### src/rtl/sl_receiver.sv
// SL two-wire serial link receiver.
// Synchronizes the zeroes/ones lines, classifies low pulses into 0/1/STOP symbols,
// assembles one frame and reports its data word and status.
module sl_receiver #(
  parameter int SYNC_STAGES = 2
) (
  input  logic        clk,
  input  logic        rst_n,
  input  logic        serial_line_zeroes_a,
  input  logic        serial_line_ones_a,
  input  logic        wr_enable,
  input  logic [15:0] wr_config_w,
  output logic [15:0] r_config_w,
  output logic [31:0] data_w,
  output logic [15:0] status_w
);

  typedef enum logic {IDLE, LOW} state_t;

  state_t                 state, next_state;
  logic [SYNC_STAGES-1:0] sync_z, sync_o;
  logic                   z, o;
  logic                   commit;
  logic                   low_z, low_o;
  logic [5:0]             cfg_n;
  logic                   cfg_pce;
  logic [5:0]             cnt;
  logic [31:0]            shift_data;
  logic                   zero_par;
  logic [31:0]            data_mask;
  logic [6:0]             frame_len_exp;
  logic                   unused_cfg_bits;

  assign unused_cfg_bits = ^wr_config_w[15:7];
  assign z               = sync_z[SYNC_STAGES-1];
  assign o               = sync_o[SYNC_STAGES-1];
  assign r_config_w      = {9'b0, cfg_n, cfg_pce};
  assign frame_len_exp   = {1'b0, cfg_n} + 7'd1;

  // Input synchronizers, preset to the idle-high level on reset.
  always_ff @(posedge clk) begin
    if (!rst_n) begin
      sync_z <= '1;
      sync_o <= '1;
    end else begin
      sync_z <= {sync_z[SYNC_STAGES-2:0], serial_line_zeroes_a};
      sync_o <= {sync_o[SYNC_STAGES-2:0], serial_line_ones_a};
    end
  end

  // Symbol detection state register.
  always_ff @(posedge clk) begin
    if (!rst_n) state <= IDLE;
    else        state <= next_state;
  end

  // Next-state logic: a symbol commits when both lines are back high after a low pulse.
  always_comb begin
    next_state = state;
    commit     = 1'b0;
    case (state)
      IDLE:    if (!z || !o) next_state = LOW;
      LOW:     if (z && o) begin
                 next_state = IDLE;
                 commit     = 1'b1;
               end
      default: next_state = IDLE;
    endcase
    if (wr_enable) begin
      next_state = IDLE;
      commit     = 1'b0;
    end
  end

  // Keep only the first N data bits (all 32 when N >= 32).
  always_comb begin
    data_mask = 32'hFFFF_FFFF;
    if (!cfg_n[5]) data_mask = (32'd1 << cfg_n[4:0]) - 32'd1;
  end

  // Config register, low-pulse accumulators, frame assembly and result registers.
  // zero_par counts every 0-symbol including the parity symbol; the frame parity is
  // correct exactly when that total is even, so no separate parity bit is needed.
  always_ff @(posedge clk) begin
    if (!rst_n) begin
      cfg_n      <= '0;
      cfg_pce    <= 1'b0;
      data_w     <= '0;
      status_w   <= '0;
      cnt        <= '0;
      shift_data <= '0;
      zero_par   <= 1'b0;
      low_z      <= 1'b0;
      low_o      <= 1'b0;
    end else if (wr_enable) begin
      cfg_pce    <= wr_config_w[0];
      cfg_n      <= wr_config_w[6:1];
      cnt        <= '0;
      shift_data <= '0;
      zero_par   <= 1'b0;
      low_z      <= 1'b0;
      low_o      <= 1'b0;
    end else begin
      if (state == IDLE) begin
        low_z <= 1'b0;
        low_o <= 1'b0;
      end else begin
        low_z <= low_z | ~z;
        low_o <= low_o | ~o;
      end
      if (commit) begin
        if (low_z && low_o) begin
          if (cnt != 6'd0) begin
            if ({1'b0, cnt} != frame_len_exp) begin
              status_w <= 16'h0009;
              data_w   <= '0;
            end else if (cfg_pce && zero_par) begin
              status_w <= 16'h0018;
              data_w   <= '0;
            end else begin
              status_w <= 16'h0008;
              data_w   <= shift_data & data_mask;
            end
            cnt        <= '0;
            shift_data <= '0;
            zero_par   <= 1'b0;
          end
        end else if (low_z || low_o) begin
          if (!cnt[5]) shift_data[cnt[4:0]] <= low_o;
          if (!low_o) zero_par <= ~zero_par;
          if (cnt != 6'd63) cnt <= cnt + 6'd1;
        end
      end
    end
  end

endmodule

### config.mk
export PLATFORM = sky130hd
export DESIGN_NAME = sl_receiver
export DESIGN_NICKNAME = d
export VERILOG_FILES = /design/src/rtl/sl_receiver.sv
export SDC_FILE = /design/constraint.sdc
export NUM_CORES = 1
export LEC_CHECK = 0
export BUFFER_PORTS_ARGS = -buffer_cell sky130_fd_sc_hd__buf_2
export CORE_MARGIN = 8
export CORE_UTILIZATION = 50
export CTS_CLUSTER_SIZE = 24
export DETAILED_ROUTE_END_ITERATION = 6
export MAX_ROUTING_LAYER = met4
export PLACE_DENSITY = 0.79
export SLEW_MARGIN = 20
export SYNTH_ARGS = -nofsm -noshare
export SYNTH_HDL_FRONTEND = slang
export SYNTH_SLANG_ARGS = --single-unit
export TNS_END_PERCENT = 1
### constraint.sdc
create_clock -name clk -period 3.3 [get_ports clk]
set_clock_uncertainty 0.2 [all_clocks]
set_input_delay 0.165 -clock clk [delete_from_list [all_inputs] [get_ports clk]]
set_output_delay 0.165 -clock clk [all_outputs]
set_load 0.05 [all_outputs]
---- Word level (Yosys, flattened, before mapping) ----
Cells that the tools add are included.
Widths: inputs -> output; s select.
word-level totals
  register bits ........................... 101
  input port bits ......................... 21
  output and inout bits ................... 64
  word-level logic and storage cells ...... 75
operators by class
  $add $sub $neg .......................... 3
  magnitude comparators ................... 2
  eq/ne operators ......................... 5
  shift operators ......................... 1
  muxes and demuxes ....................... 26
  bitwise logic cells ..................... 9
  reduce and logical (&&, ||, !) cells .... 17
operator list
  kind                   number
  $mux 32                7
  $and 32x32->32         1
  $bwmux 32              1
  $shl 1x5->32 const A   1
  $sub 32x1->32 const B  1
  $mux 6                 4
  $reduce_and 4->1       4
  $mux 1                 10
  $mux 5                 2
  $add 6x1->7 const B    1
  $ne 6x7->1             1
  $add 6x1->6 const B    1
  $lt 5x6->1 const B     1
  $ne 2x1->1 const B     3
  $ne 6x6->1 const B     1
  $not 1->1              6
  $reduce_bool 6->1      1
  $demux 1 s5            1
  $ge 5x1->1 const B     1
  $logic_and 1x1->1      4
  $reduce_bool 2->1      2
  $reduce_or 3->1        1
  $logic_not 1->1        2
  $logic_or 1x1->1       2
  3 further kinds        4

---- Longest topological paths before layout ----
  word-level depth ........................ 8
  depth in mapped cells ................... 12

---- Worst setup path before layout ----
OpenSTA, ideal clock, no wires.
  path type ............................... reg2reg
  start point ............................. register cfg_n[1]
  end point ............................... register data_w[22]
  setup time .............................. 121 ps
  data arrival time ....................... 2833 ps
  required time ........................... 2979 ps
  setup slack ............................. 146 ps
  stages on the path, launching flop included .. 13
  path buffers ............................ 3
  cell sequence ........................... dfxtp_1 > inv_1 > ha_1 > clkbuf_1 > clkbuf_1 > nand3_1 > ha_1 > clkbuf_1 > o221ai_1 > a21oi_1 > a21oi_1 > o311ai_1 > nand2_1
on the way
  word-level cells in the longest chain between the ends .. 6
  elaborated cells between the ends (all ways) .. 8
  those cells by class .................... 2 x add/sub; 1 x eq/ne; 1 x shift; 3 x mux; 1 x bitwise
ends and longest elaborated chain
  what                    RTL line  source
  from (decl)             25        logic [5:0] cfg_n;
  from (signal assigned)  97        cfg_n <= wr_config_w[6:1];
  $shl 1x5->32            78        if (!cfg_n[5]) data_mask = (32'd1 << cfg_n[4:0]) - 32'd1;
  $sub 32x1->32           78
  $mux 32                 78
  $and 32x32->32          122       data_w <= shift_data & data_mask;
  $mux 32                 117       end else if (cfg_pce && zero_par) begin
  $mux 32 *               114       if ({1'b0, cnt} != frame_len_exp) begin
  to (signal assigned)    122
  to (decl)               14        output logic [31:0] data_w,
Mark *: on every way between the ends. The rest lies on a longest branch, timed or not.
A chain may end at the register's enable or synchronous reset.

---- Final worst setup path ----
  start point ............................. register cfg_n[1]
  end point ............................... register data_w[27]
Same word-level chain as after synthesis.

==> impl_metrics.json <==
{
  "clkTransAtPathRegs_ns": 0.10,
  "fin_ws_ns": 0.328,
  "rsz0062_at_grt": "false",
  "ys_seq_area_share_pct": 33.7,
  "portBuffers": 53,
  "relSlewSlack_pct": 62.2,
  "drv_slew": 0,
  "post-route-cell-area_um2": 5860,
  "post-synth-top-count-cell": "dfxtp_1",
  "fp.dieW_um": 118,
  "fillers": 1017,
  "arrival_ns": 3.07,
  "finalWirelength_um": 16000,
  "place.detailed.hpwl_um": 11700,
  "hold_viol": 0,
  "cts_buffer_depth": 2,
  "end_kind": "flop",
  "ys_top_cells_by_area": "dfxtp_1 (34%), a211oi_1 (5.9%), o21ai_0 (4.9%), a31oi_1 (4.7%), nand2_1 (4.6%)",
  "num_rows": 37,
  "yosys-top-cells-count": "dfxtp_1 (88), nand2_1 (64), o21ai_0 (51)",
  "antenna_found_initial": 0,
  "post_cts_buffers": 0,
  "cts_root_buf": "clkbuf_8",
  "drtAntennaViolNets": 0,
  "drtIter0Drc": 407,
  "numCtsBuffers": 9,
  "synth_area_um2": 5230,
  "pwr_density_cell_nw_per_um2": 387,
  "maxCapViolations": 0,
  "holdPathStages": 3,
  "syn_inst": 651,
  "syn_area_per_cell_um2": 8.03,
  "drive_gt1_share_pct": 16.0,
  "cpMaxStageDelayCell": "dfxtp_1",
  "die_area_um2": 14000,
  "route.detailed.drc": 0,
  "setup_violations": 0,
  "gp_congestion": 0.942,
  "grt_max_degree": 65,
  "rrSetupSlack_ns": 0.33,
  "hold_path_class": "input port to flop",
  "vias_per_cell": 6.07,
  "fin_crit_sh_pct": 90.1,
  "min_from": "wr_enable",
  "hold-path-endpoint": "cfg_n[5]",
  "nets": 729,
  "place_inst": 810,
  "max_stage_delay_ns": 0.51,
  "worstSkewPairLatency_ns": 0.39,
  "synth_top_area_share_pct": 33.7,
  "r2r-end": "data_w[27]",
  "place_area_um2": 5550,
  "area_delta_synth_final_pct": 12.2,
  "synth_ff_type": "dfxtp_1",
  "worst-path-buf-inv": 2,
  "peakVddDrop_mv": 0.229,
  "htreeDepth": 3,
  "place_ws_ns": 0.306,
  "clock-sinks": 88,
  "async_flop_share_pct": 0,
  "setup_tns_ns": 0,
  "vias": 5089,
  "worstPathRequired_ns": 3.40,
  "worstSetupPathType": "flop to flop",
  "timing.critical_path.cells": "inv_1, ha_1, buf_4, o21ai_1, a21oi_1, or3b_2, nor3_1, xor2_1, a211oi_1",
  "fmax_mhz": 337,
  "synth_seq_cells": 88,
  "grt_pass1_vias": 4727,
  "die_y_um": 118,
  "synth.distinct_cells": 71,
  "track_usage_pct": 23.4,
  "final_cell_count_no_fill": 838,
  "n_antenna_cell": 0,
  "first_pass_iters": 5,
  "worstMarginPinSlew_ns": 0.565,
  "io_pins": 85,
  "synth_top_area_cell": "dfxtp_1",
  "floorplan.initialDensity_pct": 51.1,
  "grt_overflow": 0,
  "fin_crit_ns": 2.97,
  "grt_pass1_wl_um": 25800,
  "worstSetupStartpointType": "flop",
  "path_max_fanout": 8,
  "ys_warn_count": 0,
  "synth_edf_count": 0,
  "cp_top_family": "simple AND/OR/NAND/NOR gates",
  "reg2regPathDepth": 9,
  "wire_per_inst_um": 19.1,
  "r2r_start": "cfg_n[1]",
  "cts_tree": "built",
  "status": "complete, no violations",
  "core_area_um2": 10200,
  "total_leakage_power_nw": 2.27
}
==> registers in the layout, summed over array words and instances (netlist names) <==
register / count
cfg_n: 6
status_w: 3
cfg_pce: 1
state: 1
data_w: 32
cnt: 6
sync_o: 2
shift_data: 32
low_z: 1
sync_z: 2
zero_par: 1
low_o: 1
==> placed cells by master (no fill, tap or decap), types with 4 or more instances in the layout <==
master         netlist  final
a32o_1               4      4
nand3b_1             5      5
a21o_1               4      4
nand2b_1             8      8
and2_1               4      4
xnor2_1             12     12
buf_2               20     53
xor2_1              11     11
dlygate4sd3_1        0     12
or3_1                5      5
a22oi_1             12     12
ha_1                11     11
nor2b_1              5      5
and3_1               5      5
o21ai_0             51     51
mux2i_1              8      8
o21ai_1             16     16
nor3_1              12     12
a31oi_1             39     39
conb_1               1     22
nand3_1              8      8
dfxtp_1             88     88
a211oi_1            41     41
a21oi_1             31     31
inv_1               13     13
nor2_1              44     44
nand2_1             64     63
buf_4               25     26
clkbuf_8             0      9
==> tightest hold or removal path, cell delays in order <==
cell	delay [ns]
buf_2	0.20
mux2i_1	0.15
nor2_1	0.07
==> final cells by class <==
type	count	area [µm²]	share of cell area, %
inverter	14	52.6	0.896
clock buffer	11	131	2.24
sequential	88	1760	30.0
timing repair buffer	93	621	10.6
clock inverter	5	63.8	1.09
tap	136	170	2.90
multi-input combinational	491	3060	52.3
==> how the worst max path moves through the flow <==
stage               depth (start not counted)      from  slack [ns]    endpoint
floorplan                                  12  cfg_n[1]        0.15  data_w[22]
global placement                            8  cfg_n[0]        0.43  data_w[12]
detailed placement                          8  cfg_n[0]        0.31   data_w[7]
CTS                                         8  cfg_n[0]        0.26   data_w[7]
global route                               11  cfg_n[0]        0.11  data_w[12]
finish                                      9  cfg_n[1]        0.33  data_w[27]
==> metal layers <==
metal,share of wire (%),global-route usage [%],wire (µm),vias up
li1,-,-,-,2445
met1,43,28.6,6820,2443
met2,48,37.3,7670,180
met3,7.7,4.76,1230,21
met4,1.9,8.65,305,0
met5,0,-,0,-
==> through the flow <==
| step | hold WS [ns] | power, W | utilization [%] |
|---|---|---|---|
| floorplan | 0.0380 | 0.00141 | - |
| global route | 0.0439 | 0.00235 | 57.3 |
| detailed placement | 0.157 | 0.00149 | 54.2 |
| global placement | 0.149 | 0.00149 | 54.2 |
| finish | 0.0296 | 0.00227 | 57.3 |
| CTS | 0.0122 | 0.00228 | 57.3 |
==> kinds of logic after synthesis <==
family / after synthesis / share of synthesized area (%)
buf+inv: 93 / 9.24
other cells: 1 / 0.0718
simple gates: 189 / 18.5
xor+xnor: 23 / 3.85
flops: 88 / 33.7
fa+ha+maj: 11 / 2.63
compound gates: 236 / 30.1
mux: 10 / 1.96
==> where the power goes <==
part,switching (W),total (W),internal (W)
Combinational,0.000274,0.000404,0.000130
Sequential,0.0000103,0.00108,0.00107
Clock,0.000427,0.000784,0.000358
==> what timing repair did <==
action                                  4_1_cts  5_1_grt
resized for setup                             0        1
hold buffers                                 12        0
hold endpoints to repair                     11        0
endpoints found under the setup margin        0        5
(Power assumes the default switching activity.)
